===== src/rtl/mult_pkg.sv =====
// Shared types and widths for the 8x8 approximate multiplier datapath.
// Used by the partial-product stage and its compressor tree.
package mult_pkg;

    localparam int OP_W   = 8;
    localparam int TAG_DW = 4;
    localparam int PP_W   = OP_W * OP_W;

    typedef logic [OP_W-1:0] pp_row_t;

    typedef struct packed {
        logic [OP_W-1:0]   a;
        logic [OP_W-1:0]   b;
        logic [TAG_DW-1:0] tag;
    } op_pair_t;

endpackage


===== src/rtl/ppgen_stage_if.sv =====
// Operand-in / partial-product-out handshake bundle for ppgen_stage.
// master drives operands and out_ready; slave is the stage itself.
interface ppgen_stage_if
    import mult_pkg::*;
#(
    parameter int W     = OP_W,
    parameter int TAG_W = TAG_DW
) ();

    logic             in_valid;
    logic             in_ready;
    logic [W-1:0]     in_a;
    logic [W-1:0]     in_b;
    logic [TAG_W-1:0] in_tag;
    logic             out_valid;
    logic             out_ready;
    logic [W*W-1:0]   out_pp;
    logic [TAG_W-1:0] out_tag;
    logic             out_zero;

    modport master (
        output in_valid, in_a, in_b, in_tag, out_ready,
        input  in_ready, out_valid, out_pp, out_tag, out_zero
    );

    modport slave (
        input  in_valid, in_a, in_b, in_tag, out_ready,
        output in_ready, out_valid, out_pp, out_tag, out_zero
    );

endinterface


===== src/rtl/ppgen_stage_pp_and_array.sv =====
// W x W AND array: pp[W*i+j] = a[j] & b[i], row i carries weight i+j.
// zero flags an exactly-zero product so later stages can skip work.
module pp_and_array
    import mult_pkg::*;
#(
    parameter int W = OP_W
) (
    input  logic [W-1:0]   a,
    input  logic [W-1:0]   b,
    output logic [W*W-1:0] pp,
    output logic           zero
);

    // Pure bitwise AND array, no carries.
    always_comb begin
        pp = '0;
        for (int i = 0; i < W; i++) begin
            for (int j = 0; j < W; j++) begin
                pp[W*i+j] = a[j] & b[i];
            end
        end
    end

    assign zero = ~|a | ~|b;

endmodule


===== src/rtl/ppgen_stage.sv =====
// Partial-product stage: 2-entry skid (OR + SR) with registered in_ready.
// Define PPGEN_ISOLATE_EN to zero out_pp/out_tag while out_valid is low.
module ppgen_stage
    import mult_pkg::*;
#(
    parameter int W     = OP_W,
    parameter int TAG_W = TAG_DW
) (
    input logic          clk,
    input logic          rst_n,
    ppgen_stage_if.slave bus
);

    logic             or_valid;
    logic [W*W-1:0]   or_pp;
    logic [TAG_W-1:0] or_tag;
    logic             or_zero;

    logic             sr_valid;
    logic [W-1:0]     sr_a;
    logic [W-1:0]     sr_b;
    logic [TAG_W-1:0] sr_tag;

    logic             drain;
    logic             acc;
    logic             or_free;
    logic             load_or;
    logic             load_sr;

    logic [W-1:0]     ld_a;
    logic [W-1:0]     ld_b;
    logic [TAG_W-1:0] ld_tag;
    logic [W*W-1:0]   ld_pp;
    logic             ld_zero;

    assign bus.in_ready = rst_n & ~sr_valid;

    assign drain   = or_valid & bus.out_ready;
    assign acc     = bus.in_valid & bus.in_ready;
    assign or_free = ~or_valid | drain;
    assign load_or = or_free & (sr_valid | acc);
    assign load_sr = acc & ~(or_free & ~sr_valid);

    // SR is always older than the input, so it wins the OR load.
    assign ld_a   = sr_valid ? sr_a   : bus.in_a;
    assign ld_b   = sr_valid ? sr_b   : bus.in_b;
    assign ld_tag = sr_valid ? sr_tag : bus.in_tag;

    pp_and_array #(.W(W)) u_and (
        .a    (ld_a),
        .b    (ld_b),
        .pp   (ld_pp),
        .zero (ld_zero)
    );

    // Occupancy flags: OR fills on load, SR holds overflow while OR stalls.
    always_ff @(posedge clk) begin
        if (!rst_n) begin
            or_valid <= 1'b0;
            sr_valid <= 1'b0;
        end else begin
            if (load_or) begin
                or_valid <= 1'b1;
            end else if (drain) begin
                or_valid <= 1'b0;
            end
            if (or_free) begin
                sr_valid <= sr_valid & acc;
            end else if (acc) begin
                sr_valid <= 1'b1;
            end
        end
    end

    // Skid register keeps raw operands; pp is formed only on OR load.
    always_ff @(posedge clk) begin
        if (!rst_n) begin
            sr_a   <= '0;
            sr_b   <= '0;
            sr_tag <= '0;
        end else if (load_sr) begin
            sr_a   <= bus.in_a;
            sr_b   <= bus.in_b;
            sr_tag <= bus.in_tag;
        end
    end

    // Output register data; optionally cleared when it empties.
    always_ff @(posedge clk) begin
        if (!rst_n) begin
            or_pp   <= '0;
            or_tag  <= '0;
            or_zero <= 1'b0;
        end else if (load_or) begin
            or_pp   <= ld_pp;
            or_tag  <= ld_tag;
            or_zero <= ld_zero;
`ifdef PPGEN_ISOLATE_EN
        end else if (drain) begin
            or_pp  <= '0;
            or_tag <= '0;
`endif
        end
    end

    assign bus.out_valid = or_valid;
    assign bus.out_zero  = or_zero;

`ifdef PPGEN_ISOLATE_EN
    assign bus.out_pp  = or_valid ? or_pp  : '0;
    assign bus.out_tag = or_valid ? or_tag : '0;
`else
    assign bus.out_pp  = or_pp;
    assign bus.out_tag = or_tag;
`endif

endmodule


===== src/flat_wrapper.sv =====
// flat-port wrapper written by rule: the top's interface ports become plain ports
module ppgen_stage_flat import mult_pkg::*;
#(
    parameter int W     = OP_W,
    parameter int TAG_W = TAG_DW
)
  (clk, rst_n, bus_in_valid, bus_in_a, bus_in_b, bus_in_tag, bus_out_ready, bus_in_ready, bus_out_valid, bus_out_pp, bus_out_tag, bus_out_zero);
  ppgen_stage_if #(.W(W), .TAG_W(TAG_W)) bus_i ();
  input logic clk;
  input logic rst_n;
  input wire logic [$bits(bus_i.in_valid)-1:0] bus_in_valid;
  input wire logic [$bits(bus_i.in_a)-1:0] bus_in_a;
  input wire logic [$bits(bus_i.in_b)-1:0] bus_in_b;
  input wire logic [$bits(bus_i.in_tag)-1:0] bus_in_tag;
  input wire logic [$bits(bus_i.out_ready)-1:0] bus_out_ready;
  output wire logic [$bits(bus_i.in_ready)-1:0] bus_in_ready;
  output wire logic [$bits(bus_i.out_valid)-1:0] bus_out_valid;
  output wire logic [$bits(bus_i.out_pp)-1:0] bus_out_pp;
  output wire logic [$bits(bus_i.out_tag)-1:0] bus_out_tag;
  output wire logic [$bits(bus_i.out_zero)-1:0] bus_out_zero;
  assign bus_i.in_valid = bus_in_valid;
  assign bus_i.in_a = bus_in_a;
  assign bus_i.in_b = bus_in_b;
  assign bus_i.in_tag = bus_in_tag;
  assign bus_i.out_ready = bus_out_ready;
  assign bus_in_ready = bus_i.in_ready;
  assign bus_out_valid = bus_i.out_valid;
  assign bus_out_pp = bus_i.out_pp;
  assign bus_out_tag = bus_i.out_tag;
  assign bus_out_zero = bus_i.out_zero;
  ppgen_stage #(.W(W), .TAG_W(TAG_W)) u_core (.clk(clk), .rst_n(rst_n), .bus(bus_i));
endmodule

===== config.mk =====
export PLATFORM = sky130hd
export DESIGN_NAME = ppgen_stage_flat
export DESIGN_NICKNAME = d
export VERILOG_FILES = /design/src/rtl/mult_pkg.sv /design/src/rtl/ppgen_stage_if.sv /design/src/rtl/ppgen_stage_pp_and_array.sv /design/src/rtl/ppgen_stage.sv /design/src/flat_wrapper.sv
export SDC_FILE = /design/constraint.sdc
export NUM_CORES = 1
export LEC_CHECK = 0
export BUFFER_PORTS_ARGS = -buffer_cell sky130_fd_sc_hd__clkbuf_2
export CAP_MARGIN = 20
export CORE_UTILIZATION = 59
export CTS_BUF_LIST = sky130_fd_sc_hd__clkbuf_8
export DETAILED_ROUTE_END_ITERATION = 6
export HOLD_SLACK_MARGIN = 0.06
export PLACE_DENSITY = 0.87
export SLEW_MARGIN = 20
export SYNTH_ARGS = -nofsm -noshare
export SYNTH_HDL_FRONTEND = slang
export SYNTH_SLANG_ARGS = --single-unit

===== constraint.sdc =====
create_clock -name clk -period 3.7 [get_ports clk]
set_input_delay 0.185 -clock clk [delete_from_list [all_inputs] [get_ports clk]]
set_output_delay 0.185 -clock clk [all_outputs]
set_load 0.03 [all_outputs]

# --- After elaboration in Yosys (flattened, before gate mapping) ---
# Cells that the tools add are included.
# W data, S select, Z words.
op_classes:
  n_bitwise: 77
  mux: 7
  reduce_logical: 6
ops:
  columns: ["op", "count"]
  rows:
  - ["$and A1 B1 Y1", 71]
  - ["$mux W8", 2]
  - ["$reduce_or A8 Y1", 2]
  - ["$mux W1", 4]
  - ["$mux W4", 1]
  - ["$reduce_bool A2 Y1", 2]
  - ["$not A1 Y1", 3]
  - ["$or A1 B1 Y1", 3]
  - ["$logic_not A1 Y1", 2]
word_totals:
  inputBits: 24
  reg_bits: 91
  output_inout_bits: 71

# --- Depth between registers and ports, before layout ---
logic_depth:
  ltp_word: 6
  mapped_depth: 7
  ltp_nobuf: 4

# --- By module ---
# Synthesis repeated with hierarchy kept, for this count alone.
hier_totals:
  cells_unflattened: 491
  area_unflattened_um2: 4219.0
modules_own_cells:
  columns: ["mod", "area_per_inst_um2", "instances", "cells_each", "seq_area_each_um2"]
  rows:
  - ["ppgen_stage", 3772.4, 1, 420, 1821.7]
  - ["pp_and_array", 446.7, 1, 71, 0.0]

# --- Worst setup path after synthesis ---
# OpenSTA, ideal clock, no wires.
synth_timing:
  path_type: "register to register"
  from: "reg u_core.or_valid (netlist: u_core.bus.out_valid)"
  to: "reg u_core.or_pp[14] (netlist: u_core.bus.out_pp[14])"
  n_path_buf: 2
  setup_slack_ns: 2.074
  synth_period_minus_slack_ns: 1.626
  path_stages_with_launch: 7
  arrival_ns: 1.556
  required_time_ns: 3.630
  path_cell_list: "dfxtp_1 > nor2b_1 > or2_1 > buf_6 > buf_6 > or3_1 > a21boi_1"
synth_between:
  elab_chain_len: 3
synth_rtl:
  columns: ["item", "line_no", "rtl"]
  rows:
  - ["start, declared", "ppgen_stage.sv:14", "logic or_valid;"]
  - ["start signal, assigned", "ppgen_stage.sv:59", "or_valid <= 1'b0;"]
  - ["start signal, assigned", "ppgen_stage.sv:63", "or_valid <= 1'b1;"]
  - ["start signal, assigned", "ppgen_stage.sv:65", "or_valid <= 1'b0;"]
  - ["$and A1 B1 Y1 / $not A1 Y1 (equally long branches)", "ppgen_stage.sv:38, ppgen_stage.sv:40", null]
  - ["$or A1 B1 Y1 *", "ppgen_stage.sv:40", "assign or_free = ~or_valid | drain;"]
  - ["$and A1 B1 Y1 *", "ppgen_stage.sv:41", "assign load_or = or_free & (sr_valid | acc);"]
  - ["end signal, assigned", "ppgen_stage.sv:95", "or_pp <= ld_pp;"]
  - ["end, declared", "ppgen_stage.sv:15", "logic [W*W-1:0] or_pp;"]
# Mark *: on every way between the ends. The rest lies on a longest branch, timed or not.
# A chain may end at the register's enable or synchronous reset.

# --- Final worst setup path ---
layout_timing:
  from: "reg u_core.sr_valid"
  to: "reg u_core.or_pp[13] (netlist: u_core.bus.out_pp[13])"
layout_between:
  elab_chain_len: 5
layout_rtl:
  columns: ["item", "line_no", "rtl"]
  rows:
  - ["start, declared", "ppgen_stage.sv:19", "logic sr_valid;"]
  - ["start signal, assigned", "ppgen_stage.sv:68", "sr_valid <= sr_valid & acc;"]
  - ["$not A1 Y1", "ppgen_stage.sv:36", "assign bus.in_ready = rst_n & ~sr_valid;"]
  - ["$and A1 B1 Y1", "ppgen_stage.sv:36", null]
  - ["$and A1 B1 Y1", "ppgen_stage.sv:39", "assign acc = bus.in_valid & bus.in_ready;"]
  - ["$or A1 B1 Y1", "ppgen_stage.sv:41", null]
  - ["$and A1 B1 Y1", "ppgen_stage.sv:41", null]
# Several ways; a longest one is shown, not always the timed one.

==> summary.md <==
| Metric | Value |
|---|---|
| Largest net degree at the start of global routing | `129` |
| P_leak | `1.751 nW` |
| Row count | `29` |
| Tcrit/Tclk final | `59.35%` |
| # fillers | `490` |
| Min-Delay Endpoint | `u_core.sr_tag[2]` |
| Post_cts resized | `0` |
| Slew Limit Fails | `0` |
| Clock insertion delay at the later pin of the skew report | `0.35 ns` |
| Htree depth | `3` |
| Worst Path Max Fanout | `18` |
| Number of global-route vias before repair | `2812` |
| Initial antenna violation count | `0` |
| Final min period | `2.196 ns` |
| Ys flop type | `dfxtp_1` |
| CTS sink cnt | `91` |
| Final hold violations | `0` |
| CTS clk-pin slew, worst paths | `0.08 ns` |
| Hold path cells | `3` |
| Reg2Reg Launch Point | `u_core.sr_valid` |
| Crit-path cells | `buf_4 -> mux2i_1 -> or3_1 -> a21boi_1` |
| Via Count | `3141` |
| Top cells by count, synth | `91 x dfxtp_1, 68 x nand2_1, 64 x a21boi_1, 64 x or3_1, 40 x mux2i_1` |
| Net count reported at finish | `509` |
| Root buffer cell | `clkbuf_8` |
| Power, Total | `1.919 mW` |
| Slowest-stage cell, CP | `mux2i_1` |
| First drt pass iteration count | `4` |
| Initial drt markers | `175` |
| Peak VDD IR | `0.2669 mV` |
| Effective utilization at floorplan | `60.92%` |
| Seq/Total Area, Yosys | `47.36%` |
| Ys Warns | `0` |
| DIE WIDTH | `82.74 µm` |
| Required time of the critical path | `3.94 ns` |
| # hold bufs at CTS | `0` |
| R2R Path End | `u_core.bus.out_pp[13]` |
| Worst setup EP type | `flop` |
| Skew final | `0.006271 ns` |
| Post-synthesis net count | `428` |
| IO buf count | `94` |
| DR DRC count | `0` |
| Clock Path Buffers | `2` |
| Remaining global-route overflow | `0` |
| Pwr dens | `428.3 nW/µm²` |
| CTS tree | `built` |
| Die ar. | `6846 µm²` |
| WS Path Type | `flop to flop` |
| Crit path buffers/inverters | `1` |
| Max-cap viol count | `0` |
| Syn Inst Count | `404` |
| Register Area | `1822 µm²` |
| Overall routing resource usage | `26.20%` |
| Drt wl/cell | `15.51 µm` |
| Max-Slew Margin vs Limit | `27.84%` |
| Proportion of layout cells with a drive suffix above 1 | `23.36%` |
| Reg2Reg Depth | `4` |
| Worst setup SP type | `flop` |
| WL final | `8761 µm` |
| Inserted Diodes | `0` |
| Synthesized area per cell | `9.520 µm²` |
| Io pins | `95` |
| # Post-CTS Setup Buffers | `0` |
| CP top delay family | `multiplexers` |
| Count leader, synth | `dfxtp_1` |
| Internal reg-to-reg setup slack | `1.50 ns` |
| Max incr delay on CP | `0.78 ns` |
| Core ar. | `6314 µm²` |
| EDFF count, synth | `0` |
| Slew @ Worst Pin | `1.052 ns` |
| Final ANT Viol Nets | `0` |
| P&R area growth vs syn | `16.53%` |
| Hold Path Class | `primary input to flop` |
| Status | `finished, final reports clean` |
| CTS buffer count | `9` |
| Min-delay src | `bus_in_tag[2]` |
| Vias per cell | `5.559` |
| Synth top area share | `47.36%` |
| First-pass GRT wire length | `13230 µm` |
| Yosys cell types | `23` |
| Setup TNS | `0 ns` |
| Fmax | `455.4 MHz` |
| Synth area leaders | `dfxtp_1 47%, a21boi_1 12%, mux2i_1 10%, or3_1 10%, nand2_1 6.6%` |
| HPWL after DPL | `5670 µm` |
| Area of the multi-input gates | `1854 µm²` |
| Critical path data arrival time | `2.44 ns` |
| Netlist Area Pre-Place | `3846 µm²` |
| Routability cong. | `0.7788` |
| Largest area contributor in the netlist | `dfxtp_1` |
| Ys async rst share | `0%` |
| Setup violations, final | `0` |
| Synthesized flop and latch total | `91` |
| Die height | `82.74 µm` |
| RSZ-0062 raised after global routing | `false` |
state kept, by name, summed over array words and instances, names as in the netlist:
signal                flops
u_core.bus.out_pp        64
u_core.bus.out_tag        4
u_core.bus.out_valid      1
u_core.bus.out_zero       1
u_core.sr_a               8
u_core.sr_b               8
u_core.sr_tag             4
u_core.sr_valid           1
cells by family (layout without fill, tap and decap cells):
group | count (synthesis) | after routing | share of synthesized area (%)
and+or+nand+nor | 170 | 170 | 23.03
DFF | 91 | 91 | 47.37
AOI/OAI and AO/OA | 74 | 74 | 14.57
muxes | 40 | 40 | 10.41
buffers and inverters | 29 | 113 | 4.620
metal layers:
metal  share of wire, %  track usage, %  vias to the layer above
li1                   -               -                     1565
met1                 44           32.92                     1468
met2                 48           41.80                       87
met3                5.5           5.824                       21
met4                2.6           13.79                        0
met5                  0               0                        -
area by class of cell:
cell class,instances,area share [%]
clock buffers,10,3.071
clock inverters,4,0.9771
multi-input cells,284,41.37
flip-flops and latches,91,40.65
well taps,77,2.150
repair buffers,99,11.78
worst max path at each step:
| stage | depth (start not counted) | slack, ns | start | endpoint |
|---|---|---|---|---|
| floorplan | 6 | 2.07 | u_core.bus.out_valid | u_core.bus.out_pp[14] |
| global placement | 4 | 1.54 | u_core.sr_valid | u_core.bus.out_pp[47] |
| detailed placement | 4 | 1.44 | u_core.sr_valid | u_core.bus.out_pp[25] |
| CTS | 4 | 1.42 | u_core.sr_valid | u_core.bus.out_pp[25] |
| global route | 4 | 1.31 | u_core.sr_valid | u_core.bus.out_pp[5] |
| finish | 4 | 1.50 | u_core.sr_valid | u_core.bus.out_pp[13] |
metrics by stage:
stage	setup WS, ns	utilization [%]	hold slack (ns)	instance area (µm²)	cells
final	1.504	70.99	0.1122	4482	565
after global routing	1.313	70.99	0.1026	4482	565
after CTS	1.424	70.55	0.1047	4454	564
after detailed placement	1.439	67.68	0.4431	4273	550
after global placement	1.543	67.68	0.4377	4273	550
after floorplan	2.074	-	0.3144	3846	404
power by group:
group	internal, mW	switching (mW)	leakage (nW)
clock	0.319	0.324	0.0992
combinational	0.0832	0.164	0.913
sequential	1.01	0.0186	0.738
layout by cell type, fill, tap and decap left out:
cell type / instances
o211ai_1: 2
a31oi_1: 1
clkbuf_8: 10
a21boi_1: 64
a21oi_1: 1
buf_16: 1
nand2_1: 68
o21ai_0: 1
inv_1: 1
and3_1: 2
buf_4: 4
nor2_1: 5
o211a_1: 4
or3_1: 64
clkinv_2: 2
mux2i_1: 40
o31a_1: 1
nand3b_1: 1
nor4_1: 4
dfxtp_1: 91
clkbuf_2: 94
or4_1: 2
or2_4: 1
nor2b_1: 22
bufinv_16: 1
nor3b_2: 1
worst register-to-register path: cells and delay by family, from the launching register on:
family	cells	cell delay, ns
multiplexers	1	0.79
AND/OR/NAND/NOR	1	0.21
buffers and inverters	1	0.38
AO/OA/AOI/OAI	1	0.06
flip-flops	1	0.66
Note: power is estimated with default switching activity, not from simulation.
